==> config.mk <==
export PLATFORM = sky130hd
export DESIGN_NAME = alu_req_arbiter
export DESIGN_NICKNAME = d
export VERILOG_FILES = /design/src/rtl/alu_req_arbiter.sv
export SDC_FILE = /design/constraint.sdc
export NUM_CORES = 1
export LEC_CHECK = 0
export CAP_MARGIN = 20
export CORE_MARGIN = 1
export CORE_UTILIZATION = 41
export DETAILED_ROUTE_END_ITERATION = 6
export PLACE_DENSITY = 0.89
export SLEW_MARGIN = 15
export SYNTH_ARGS = -nofsm -noshare
export SYNTH_HDL_FRONTEND = slang
export SYNTH_SLANG_ARGS = --single-unit
==> constraint.sdc <==
create_clock -name clk -period 2.2 [get_ports clk]
set_input_delay 0.44 -clock clk [delete_from_list [all_inputs] [get_ports clk]]
set_output_delay 0.44 -clock clk [all_outputs]
set_load 0.005 [all_outputs]
==> src/rtl/alu_req_arbiter.sv <==
// Round-robin front end that shares one combinational ALU between two requesters,
// screening illegal commands and divide/modulo by zero before the ALU is enabled.
module alu_req_arbiter #(
  parameter int IN_WIDTH  = 8,
  parameter int OUT_WIDTH = 16,
  parameter int CNT_WIDTH = 16
) (
  input  logic                 clk,
  input  logic                 rst,
  input  logic                 r0_valid,
  output logic                 r0_ready,
  input  logic [IN_WIDTH-1:0]  r0_a,
  input  logic [IN_WIDTH-1:0]  r0_b,
  input  logic [7:0]           r0_cmd,
  input  logic                 r1_valid,
  output logic                 r1_ready,
  input  logic [IN_WIDTH-1:0]  r1_a,
  input  logic [IN_WIDTH-1:0]  r1_b,
  input  logic [7:0]           r1_cmd,
  output logic                 rsp_valid,
  input  logic                 rsp_ready,
  output logic                 rsp_id,
  output logic [OUT_WIDTH-1:0] rsp_data,
  output logic                 rsp_err,
  output logic [IN_WIDTH-1:0]  alu_a,
  output logic [IN_WIDTH-1:0]  alu_b,
  output logic [7:0]           alu_cmd,
  output logic                 alu_oe,
  input  logic [OUT_WIDTH-1:0] alu_result,
  output logic [CNT_WIDTH-1:0] done_count
);

  // state  | meaning
  // S_IDLE | arbitrate, accept one request
  // S_EXEC | ALU driven from operation registers, result captured at end
  // S_RESP | response held until consumer takes it
  typedef enum logic [1:0] {S_IDLE = 2'd0, S_EXEC = 2'd1, S_RESP = 2'd2} state_t;

  state_t                r_state;
  logic                  r_last_grant;
  logic                  r_id;
  logic                  r_err;
  logic [IN_WIDTH-1:0]   r_alu_a;
  logic [IN_WIDTH-1:0]   r_alu_b;
  logic [7:0]            r_alu_cmd;
  logic                  r_alu_oe;
  logic                  r_rsp_valid;
  logic                  r_rsp_id;
  logic [OUT_WIDTH-1:0]  r_rsp_data;
  logic                  r_rsp_err;
  logic [CNT_WIDTH-1:0]  r_done_count;

  logic                  w_idle;
  logic                  w_gnt0;
  logic                  w_gnt1;
  logic                  w_accept;
  logic [IN_WIDTH-1:0]   w_a;
  logic [IN_WIDTH-1:0]   w_b;
  logic [7:0]            w_cmd;
  logic                  w_illegal;
  logic                  w_divz;
  logic                  w_err;

  // last_grant=1 favours requester 0 on a tie, and vice versa
  assign w_idle   = (r_state == S_IDLE) & ~rst;
  assign w_gnt0   = w_idle & r0_valid & (~r1_valid | r_last_grant);
  assign w_gnt1   = w_idle & r1_valid & (~r0_valid | ~r_last_grant);
  assign w_accept = w_gnt0 | w_gnt1;

  assign w_a   = w_gnt1 ? r1_a   : r0_a;
  assign w_b   = w_gnt1 ? r1_b   : r0_b;
  assign w_cmd = w_gnt1 ? r1_cmd : r0_cmd;

  // legal codes are 0x00-0x07 and 0x80-0x87: bits [6:3] must be clear
  assign w_illegal = (w_cmd[6:3] != 4'd0);
  assign w_divz    = ((w_cmd == 8'h03) || (w_cmd == 8'h06)) && (w_b == '0);
  assign w_err     = w_illegal | w_divz;

  always_ff @(posedge clk) begin
    if (rst) begin
      r_state      <= S_IDLE;
      r_last_grant <= 1'b1;
      r_id         <= 1'b0;
      r_err        <= 1'b0;
      r_alu_a      <= '0;
      r_alu_b      <= '0;
      r_alu_cmd    <= '0;
      r_alu_oe     <= 1'b0;
      r_rsp_valid  <= 1'b0;
      r_rsp_id     <= 1'b0;
      r_rsp_data   <= '0;
      r_rsp_err    <= 1'b0;
      r_done_count <= '0;
    end else begin
      case (r_state)
        S_IDLE: begin
          if (w_accept) begin
            r_alu_a      <= w_a;
            r_alu_b      <= w_b;
            r_alu_cmd    <= w_cmd;
            r_id         <= w_gnt1;
            r_last_grant <= w_gnt1;
            r_err        <= w_err;
            r_alu_oe     <= ~w_err;
            r_state      <= S_EXEC;
          end
        end
        S_EXEC: begin
          r_rsp_data  <= r_err ? '0 : alu_result;
          r_rsp_err   <= r_err;
          r_rsp_id    <= r_id;
          r_rsp_valid <= 1'b1;
          r_alu_oe    <= 1'b0;
          r_state     <= S_RESP;
        end
        S_RESP: begin
          if (rsp_ready) begin
            r_rsp_valid  <= 1'b0;
            r_done_count <= r_done_count + CNT_WIDTH'(1);
            r_state      <= S_IDLE;
          end
        end
        default: r_state <= S_IDLE;
      endcase
    end
  end

  assign r0_ready   = w_gnt0;
  assign r1_ready   = w_gnt1;
  assign rsp_valid  = r_rsp_valid;
  assign rsp_id     = r_rsp_id;
  assign rsp_data   = r_rsp_data;
  assign rsp_err    = r_rsp_err;
  assign alu_a      = r_alu_a;
  assign alu_b      = r_alu_b;
  assign alu_cmd    = r_alu_cmd;
  assign alu_oe     = r_alu_oe;
  assign done_count = r_done_count;

endmodule

* Word-level counts from Yosys, hierarchy flattened
Index checks and enable logic that the tools add are counted.
Storage, ports and cells: bits in registers 65, output and inout port bits 62, word-level logic and storage cells 57, bits of input ports 69
Cells by class: equality and inequality tests 6, add/sub/neg operators 1, multiplexer cells 11, reductions and logical operators 12, bitwise operators 14
Operator list (count):
- 8-bit two-way mux | 3
- 16-bit by 1-bit adder with 16-bit output, second input constant | 1
- 16-bit two-way mux | 1
- 2-bit AND reduction | 5
- 8-bit by 2-bit == test with 1-bit output, second input constant | 1
- 8-bit by 3-bit == test with 1-bit output, second input constant | 1
- 8-bit logical NOT | 1
- 2-bit case mux with 3 select lines | 1
- 1-bit AND | 5
- 1-bit inverter | 5
- 2-bit two-way mux | 2
- 2-bit != test, second input constant | 2
- 1-bit bitwise OR | 4
- 1-bit case mux with 2 select lines | 2
- 2-bit nonzero test | 2
- 4-bit nonzero test | 1
- 2-bit by 1-bit == test with 1-bit output, second input constant | 1
- 2-bit == test, second input constant | 1
- 2-bit logical NOT | 1
- 1-bit two-way mux | 2
- 1-bit logical AND | 1
- 1-bit logical OR | 1

* Logic depth before layout (Yosys ltp)
Gate-level depths: netlist (run 1).
depth after elaboration 12, depth in mapped cells 6, mapped depth without buffers 5

* Worst setup path after synthesis (run 1)
No wires, ideal clock.
path type in2out, from in rst, to out r0_ready, path buffers 2, data required time 1.760 ns, slack 0.503 ns, data arrival time 1.257 ns, stages 5, path through nor3_1 nand3_1 buf_4 buf_2 inv_1
Between the ends: cells in the longest elaborated chain, start to end 4
Ends and longest elaborated chain:
- start: declaration | RTL line 9 | input logic rst,
- 1-bit inverter | RTL line 65 | assign w_idle = (r_state == S_IDLE) & ~rst;
- 1-bit AND | RTL line 65
- 1-bit AND (2 in series) | RTL line 66 | assign w_gnt0 = w_idle & r0_valid & (~r1_valid | r_last_grant);
- end: declaration | RTL line 11 | output logic r0_ready,
Every way passes these cells.

* Worst setup path after layout (run 1)
from in r0_valid, to out r1_ready
Between the ends: cells in the longest elaborated chain, start to end 3
Ends and longest elaborated chain:
- start: declaration | RTL line 10 | input logic r0_valid,
- 1-bit inverter | RTL line 67 | assign w_gnt1 = w_idle & r1_valid & (~r0_valid | ~r_last_grant);
- 1-bit bitwise OR | RTL line 67
- 1-bit AND | RTL line 67
- end: declaration | RTL line 16 | output logic r1_ready,
Every way passes these cells.

==> run summary, run 1 <==
Die H: 85.1 um
Vias per cell: 5.21
FF/Latch Area: 1300 um2
Starting DRT DRC Count: 96
CP required: 1.76 ns
Num CTS Buffers: 9
CTS Sinks: 65
Pwr dens: 706 nW/um2
Yosys top cell by area: dfxtp_1
Final Max Tran Viols: 0
TritonCTS clock tree: built
Post-Synth XOR/XNOR Area: 3.40%
First-pass GRT wire length: 12,400 um
Hold Path Class: flip-flop to flip-flop
Global Route Usage Sum: 21.5%
CP Class: input port to output pin
Switching pwr: 0.714 mW
Final setup viols: 0
Largest net degree at the start of global routing: 68
Core area: 6490 um2
Routed WL: 7540 um
Htree depth: 3
Mapped Area: 2830 um2
Initial Util: 43.6%
Arrival time worst endpoint: 1.49 ns
Post-CTS Setup Bufs: 0
Critical path fanouts, max: 3
Post-Synth Adder-Cell Area: 0.442%
Worst slew margin: 55.6%
Detailed Routing Iterations Pass 1: 4
TNS Setup: 0 ns
Vias in the first global route: 2,727
Sw Ratio: 22.4%
Placed Cells: 510
Mux cell area share after synthesis: 9.24%
Layout cells sized above 1: 8.46%
Die width: 85.1 um
Drc violations: 0
Filler cells: 511
Post-Layout Cell Count: 526
Clk_skew: 0.00752 ns
Clk pwr share: 43.4%
Max-cap viol count: 0
Clock buffer depth: 2
Lkg Pwr: 1.80 nW
Layout Nets: 514
Compound-Gate Fraction of Synth Area: 13.3%
Gr ovfl total: 0
DR vias: 2,742
Final GP Congestion: 0.754
Post-synthesis sequential area ratio: 46.0%
ANT nets after route: 0
Worst setup SP type: input port
CTS Root Cell: clkbuf_8
Simple-gate area share of the yosys netlist: 23.7%
Clk_lat worst skew: 0.34 ns
HPWL Detailed: 5380 um
Count of warnings emitted by yosys: 0
Unrepaired setup endpoints after global routing: no
Largest family of logic cells by synthesized area: simple AND/OR/NAND/NOR gates
Logic pwr share: 15.9%
Rows: 29
Critical path capture point type: output pin
Post-Syn Nets: 384
Outcome: complete, no violations
N_diodes: 0
Post-synthesis cell count: 314
Maximum clock frequency: 518 MHz
Top area cells in the synthesized netlist: dfxtp_1 (46%), mux2i_1 (8.8%), a211oi_1 (6.4%), nor2_1 (5.4%), nand3b_1 (4.8%)
Final period utilization: 87.8%
Num ports: 131
Tmin final: 1.93 ns
Area share of the largest cell type after synthesis: 46.0%
Synthesis-to-layout area growth: 59.2%
Sequential share of power: 40.8%
Internal power: 2.47 mW
CTS clock-pin slew for the worst setup and hold paths: 0.07 ns
Synth unique cells: 38
Port bufs: 130
Peak VDD IR: 336 uV
Die area: 7240 um2
DR WL/cell: 14.3 um
Antenna violations before repair: 0
Final hold viol count: 0
Multi-input gate area: 1430 um2
Synthesized area per cell: 9.01 um2
Worst-Margin Slew: 0.666 ns
Hold buffers post-CTS: 0
Register bit total from synthesis: 65
-- final cells by class --
class | instances | share of cell area, %
clock inverters | 6 | 3.06
clock buffers | 10 | 3.06
flip-flops and latches | 65 | 28.9
repair buffers | 140 | 30.5
inverters | 6 | 0.500
well taps | 77 | 2.14
multi-input cells | 222 | 31.8
-- power groups by stage --
stage | registers, mW | clock network (mW) | logic (mW)
after floorplan | 1.32 | 0 | 0.200
final | 1.30 | 1.38 | 0.504
after global placement | 1.32 | 0 | 0.495
after global routing | 1.31 | 1.45 | 0.548
after CTS | 1.30 | 1.41 | 0.510
after detailed placement | 1.32 | 0 | 0.507
-- worst max-delay path, cell delays in order --
cell,delay [ns]
clkdlybuf4s50_1,0.52
nand2_1,0.10
nand3_2,0.09
inv_1,0.06
dlygate4sd2_1,0.28
-- per-layer routing --
metal / vias up / part of all wire, % / GRT usage (%)
met5: - / 0 / 0
met4: 0 / 2.0 / 9.71
met3: 14 / 7.5 / 5.93
met2: 95 / 49 / 38.6
met1: 1262 / 41 / 23.7
li1: 1371 / - / -
-- repair_timing --
| action | in CTS | in global routing |
|---|---|---|
| gates resized for setup | 2 | 3 |
| setup endpoints to repair | 2 | 1 |
| endpoints found under the hold margin | 0 | 0 |
-- worst paths after layout --
check | to | slack, ns | from | cells past startpoint
worst max-delay path | r1_ready | 0.27 | r0_valid | 5
worst min-delay path | rsp_data[13] | 0.45 | rsp_data[13] | 2
worst max register to register | done_count[12] | 0.32 | done_count[0] | 5
worst min register to register | rsp_data[13] | 0.45 | rsp_data[13] | 2
-- cell usage in the layout, fill, tap and decap left out, drive strengths merged, types with 2 or more instances in the layout --
cell type | synthesis | final
bufinv | 0 | 4
and4b | 2 | 2
buf | 6 | 11
or3 | 3 | 3
o21ai | 5 | 5
inv | 6 | 7
a21oi | 24 | 24
or4 | 3 | 3
nand2b | 4 | 4
nand3b | 18 | 18
clkbuf | 15 | 10
nand2 | 27 | 27
xor2 | 7 | 7
a211oi | 24 | 24
nor2b | 2 | 2
xnor2 | 4 | 4
a31o | 2 | 2
nand3 | 5 | 5
nor4 | 5 | 5
nor4b | 2 | 2
clkdlybuf4s50 | 0 | 126
mux2i | 25 | 25
dfxtp | 65 | 65
nor3 | 4 | 4
nand4 | 5 | 5
nor2 | 41 | 41
dlymetal6s2s | 0 | 2
-- flip-flops by register name (all words and copies together), names as in the netlist, 2 cells and up --
name and count:
alu_a 8, alu_cmd 8, rsp_data 16, alu_b 8, r_state 2, done_count 16
-- cell families (layout without fill, tap and decap cells) --
kind of cell	after synthesis	after routing
buffers and inverters	27	162
and+or+nand+nor	125	125
xor gates and xnor gates	11	11
adders and majority gates	1	1
DFF	65	65
AOI/OAI and AO/OA	59	59
muxes	26	26
-- through the flow --
step	worst slack (ns)	util [%]	hold slack, ns	cell area (um2)	power [mW]
floorplan	0.503	-	0.432	2830	1.52
global placement	0.0372	65.0	0.438	4220	1.81
detailed placement	-0.0515	65.0	0.444	4220	1.83
CTS	0.0325	69.3	0.455	4500	3.21
global route	0.191	69.4	0.471	4500	3.31
finish	0.268	69.4	0.451	4500	3.18
-- synthesized netlist by cell type, drive strengths merged --
| cell type | number |
|---|---|
| nand2 | 27 |
| nand4b | 1 |
| clkbuf | 15 |
| nor4b | 2 |
| inv | 6 |
| ha | 1 |
| a211o | 1 |
| nor4 | 5 |
| a32o | 1 |
| nor3 | 4 |
| mux2i | 25 |
| and3b | 1 |
| nand4 | 5 |
| o21ai | 5 |
| buf | 6 |
| xnor2 | 4 |
| a21oi | 24 |
| a21o | 1 |
| nor2 | 41 |
| xor2 | 7 |
| or3b | 1 |
| nor2b | 2 |
| a211oi | 24 |
| nand2b | 4 |
| or4 | 3 |
| a31o | 2 |
| dfxtp | 65 |
| a31oi | 1 |
| mux2 | 1 |
| nand3b | 18 |
| and3 | 1 |
| and4b | 2 |
| or3 | 3 |
| nand3 | 5 |
Note: power is estimated with default switching activity, not from simulation.
==> run 2: changes to the inputs <==
--- a/config.mk
+++ b/config.mk
@@ -5,6 +5,7 @@
 export SDC_FILE = /design/constraint.sdc
 export NUM_CORES = 1
 export LEC_CHECK = 0
+export ABC_CLOCK_PERIOD_IN_PS = 2200
 export CAP_MARGIN = 20
 export CORE_MARGIN = 1
 export CORE_UTILIZATION = 41
==> results of run 2 <==
Same layout as run 1: the final DEF is identical, and so are final timing and power.
==> run 3: changes to the inputs <==
--- a/config.mk
+++ b/config.mk
@@ -10,7 +10,7 @@
 export CORE_MARGIN = 1
 export CORE_UTILIZATION = 41
 export DETAILED_ROUTE_END_ITERATION = 6
-export PLACE_DENSITY = 0.89
+export PLACE_DENSITY = 0.8
 export SLEW_MARGIN = 15
 export SYNTH_ARGS = -nofsm -noshare
 export SYNTH_HDL_FRONTEND = slang
==> run summary, run 3 (synthesized netlist as in run 1, its figures left out) <==
Outcome: complete, no violations
Post-Layout Cell Count: 530
RR Endpoint: done_count[12]
Core area: 6490 um2
Final setup viols: 0
Global Route Usage Sum: 21.4%
CTS Sinks: 65
Largest net degree at the start of global routing: 68
Lkg Pwr: 1.80 nW
Num CTS Buffers: 9
Pwr dens: 697 nW/um2
CP required: 1.76 ns
Post-CTS Setup Bufs: 0
Hold buffers post-CTS: 0
First element of the critical path: r1_valid
Critical path fanouts, max: 4
Die H: 85.1 um
ANT nets after route: 0
Maximum clock frequency: 472 MHz
Filler cells: 517
Vias in the first global route: 2,782
Area post-placement: 4250 um2
Layout Nets: 518
Reg2Reg Depth: 5
Worst setup endpoint: r0_ready
Starting DRT DRC Count: 116
First-pass GRT wire length: 12,500 um
TritonCTS clock tree: built
Detailed Routing Iterations Pass 1: 4
Final period utilization: 96.3%
Clk_skew: 0.0102 ns
Peak VDD IR: 351 uV
Worst-Margin Slew: 0.688 ns
Final WS setup: 0.0815 ns
Commonest non-fill, non-tap cell in the layout: clkdlybuf4s50_1
Port bufs: 130
N_diodes: 0
Htree depth: 3
Worst setup SP type: input port
Unrepaired setup endpoints after global routing: no
Critical path capture point type: output pin
Final Cell Area: 4520 um2
Hold Path Class: flip-flop to flip-flop
Num ports: 131
Most frequent cells in the layout: clkdlybuf4s50_1 (128), dfxtp_1 (65), nor2_1 (41)
Gr ovfl total: 0
Overall power: 3.15 mW
Die width: 85.1 um
Synthesis-to-layout area growth: 59.6%
Clk_lat worst skew: 0.33 ns
Tmin final: 2.12 ns
Antenna violations before repair: 0
Initial Util: 43.6%
DR WL/cell: 14.2 um
Max-cap viol count: 0
Clock buffer depth: 2
Arrival time worst endpoint: 1.68 ns
Final hold viol count: 0
DR vias: 2,746
Drc violations: 0
Rows: 29
Pre-CTS setup slack: -0.0286 ns
TNS Setup: 0 ns
Layout cells sized above 1: 8.83%
Worst slew margin: 54.1%
CTS Root Cell: clkbuf_8
FF-to-FF setup slack: 0.36 ns
Die area: 7240 um2
Placed Cells: 514
CTS clock-pin slew for the worst setup and hold paths: 0.07 ns
CP Class: input port to output pin
Final Max Tran Viols: 0
Routed WL: 7540 um
R2R Path Start: done_count[3]
Final GP Congestion: 0.715
HPWL Detailed: 5200 um
Vias per cell: 5.18
run 3: worst min-delay path by stage:
stage | start | endpoint | depth (start not counted)
after floorplan | r_id | rsp_id | 2
final | rsp_data[13] | rsp_data[13] | 2
after detailed placement | rsp_data[13] | rsp_data[13] | 2
after global routing | rsp_data[12] | rsp_data[12] | 2
after global placement | rsp_data[9] | rsp_data[9] | 2
after CTS | rsp_data[13] | rsp_data[13] | 2
run 3: final cells by class:
type                       instances  area (um2)  area share (%)
clock buffer                       9         124            2.74
clock inverter                     7         143            3.16
inverter                           6        22.5           0.498
multi-input combinational        222        1430            31.6
sequential                        65        1300            28.8
tap                               77        96.3            2.13
timing repair buffer             144        1400            31.1
run 3: power by group:
| part | switching [mW] | internal (mW) | total, mW |
|---|---|---|---|
| clock network | 0.472 | 0.870 | 1.34 |
| logic | 0.192 | 0.320 | 0.512 |
| registers | 0.0462 | 1.25 | 1.29 |
| total | 0.710 | 2.44 | 3.15 |
run 3: metal layers:
metal | vias up | GRT usage (%) | share of wire (%)
met5 | - | 0 | 0
met4 | 0 | 7.40 | 0.70
met2 | 99 | 37.7 | 49
met1 | 1256 | 24.9 | 42
li1 | 1384 | - | -
met3 | 7 | 6.03 | 7.9
run 3: stage by stage:
step / util [%] / hold slack, ns
finish: 69.6 / 0.453
global route: 69.6 / 0.470
CTS: 69.5 / 0.453
detailed placement: 65.4 / 0.443
global placement: 65.4 / 0.438
floorplan: - / 0.432
run 3: critical path, stage by stage:
cell and delay (ns):
clkdlybuf4s50_1 0.47, nand2b_1 0.11, nand3_2 0.09, inv_1 0.07, clkdlybuf4s50_1 0.49
run 3: what timing repair did:
action | 4_1_cts | 5_1_grt
resized for setup | 0 | 1
endpoints found under the hold margin | 0 | 0
setup endpoints to repair | 0 | 1
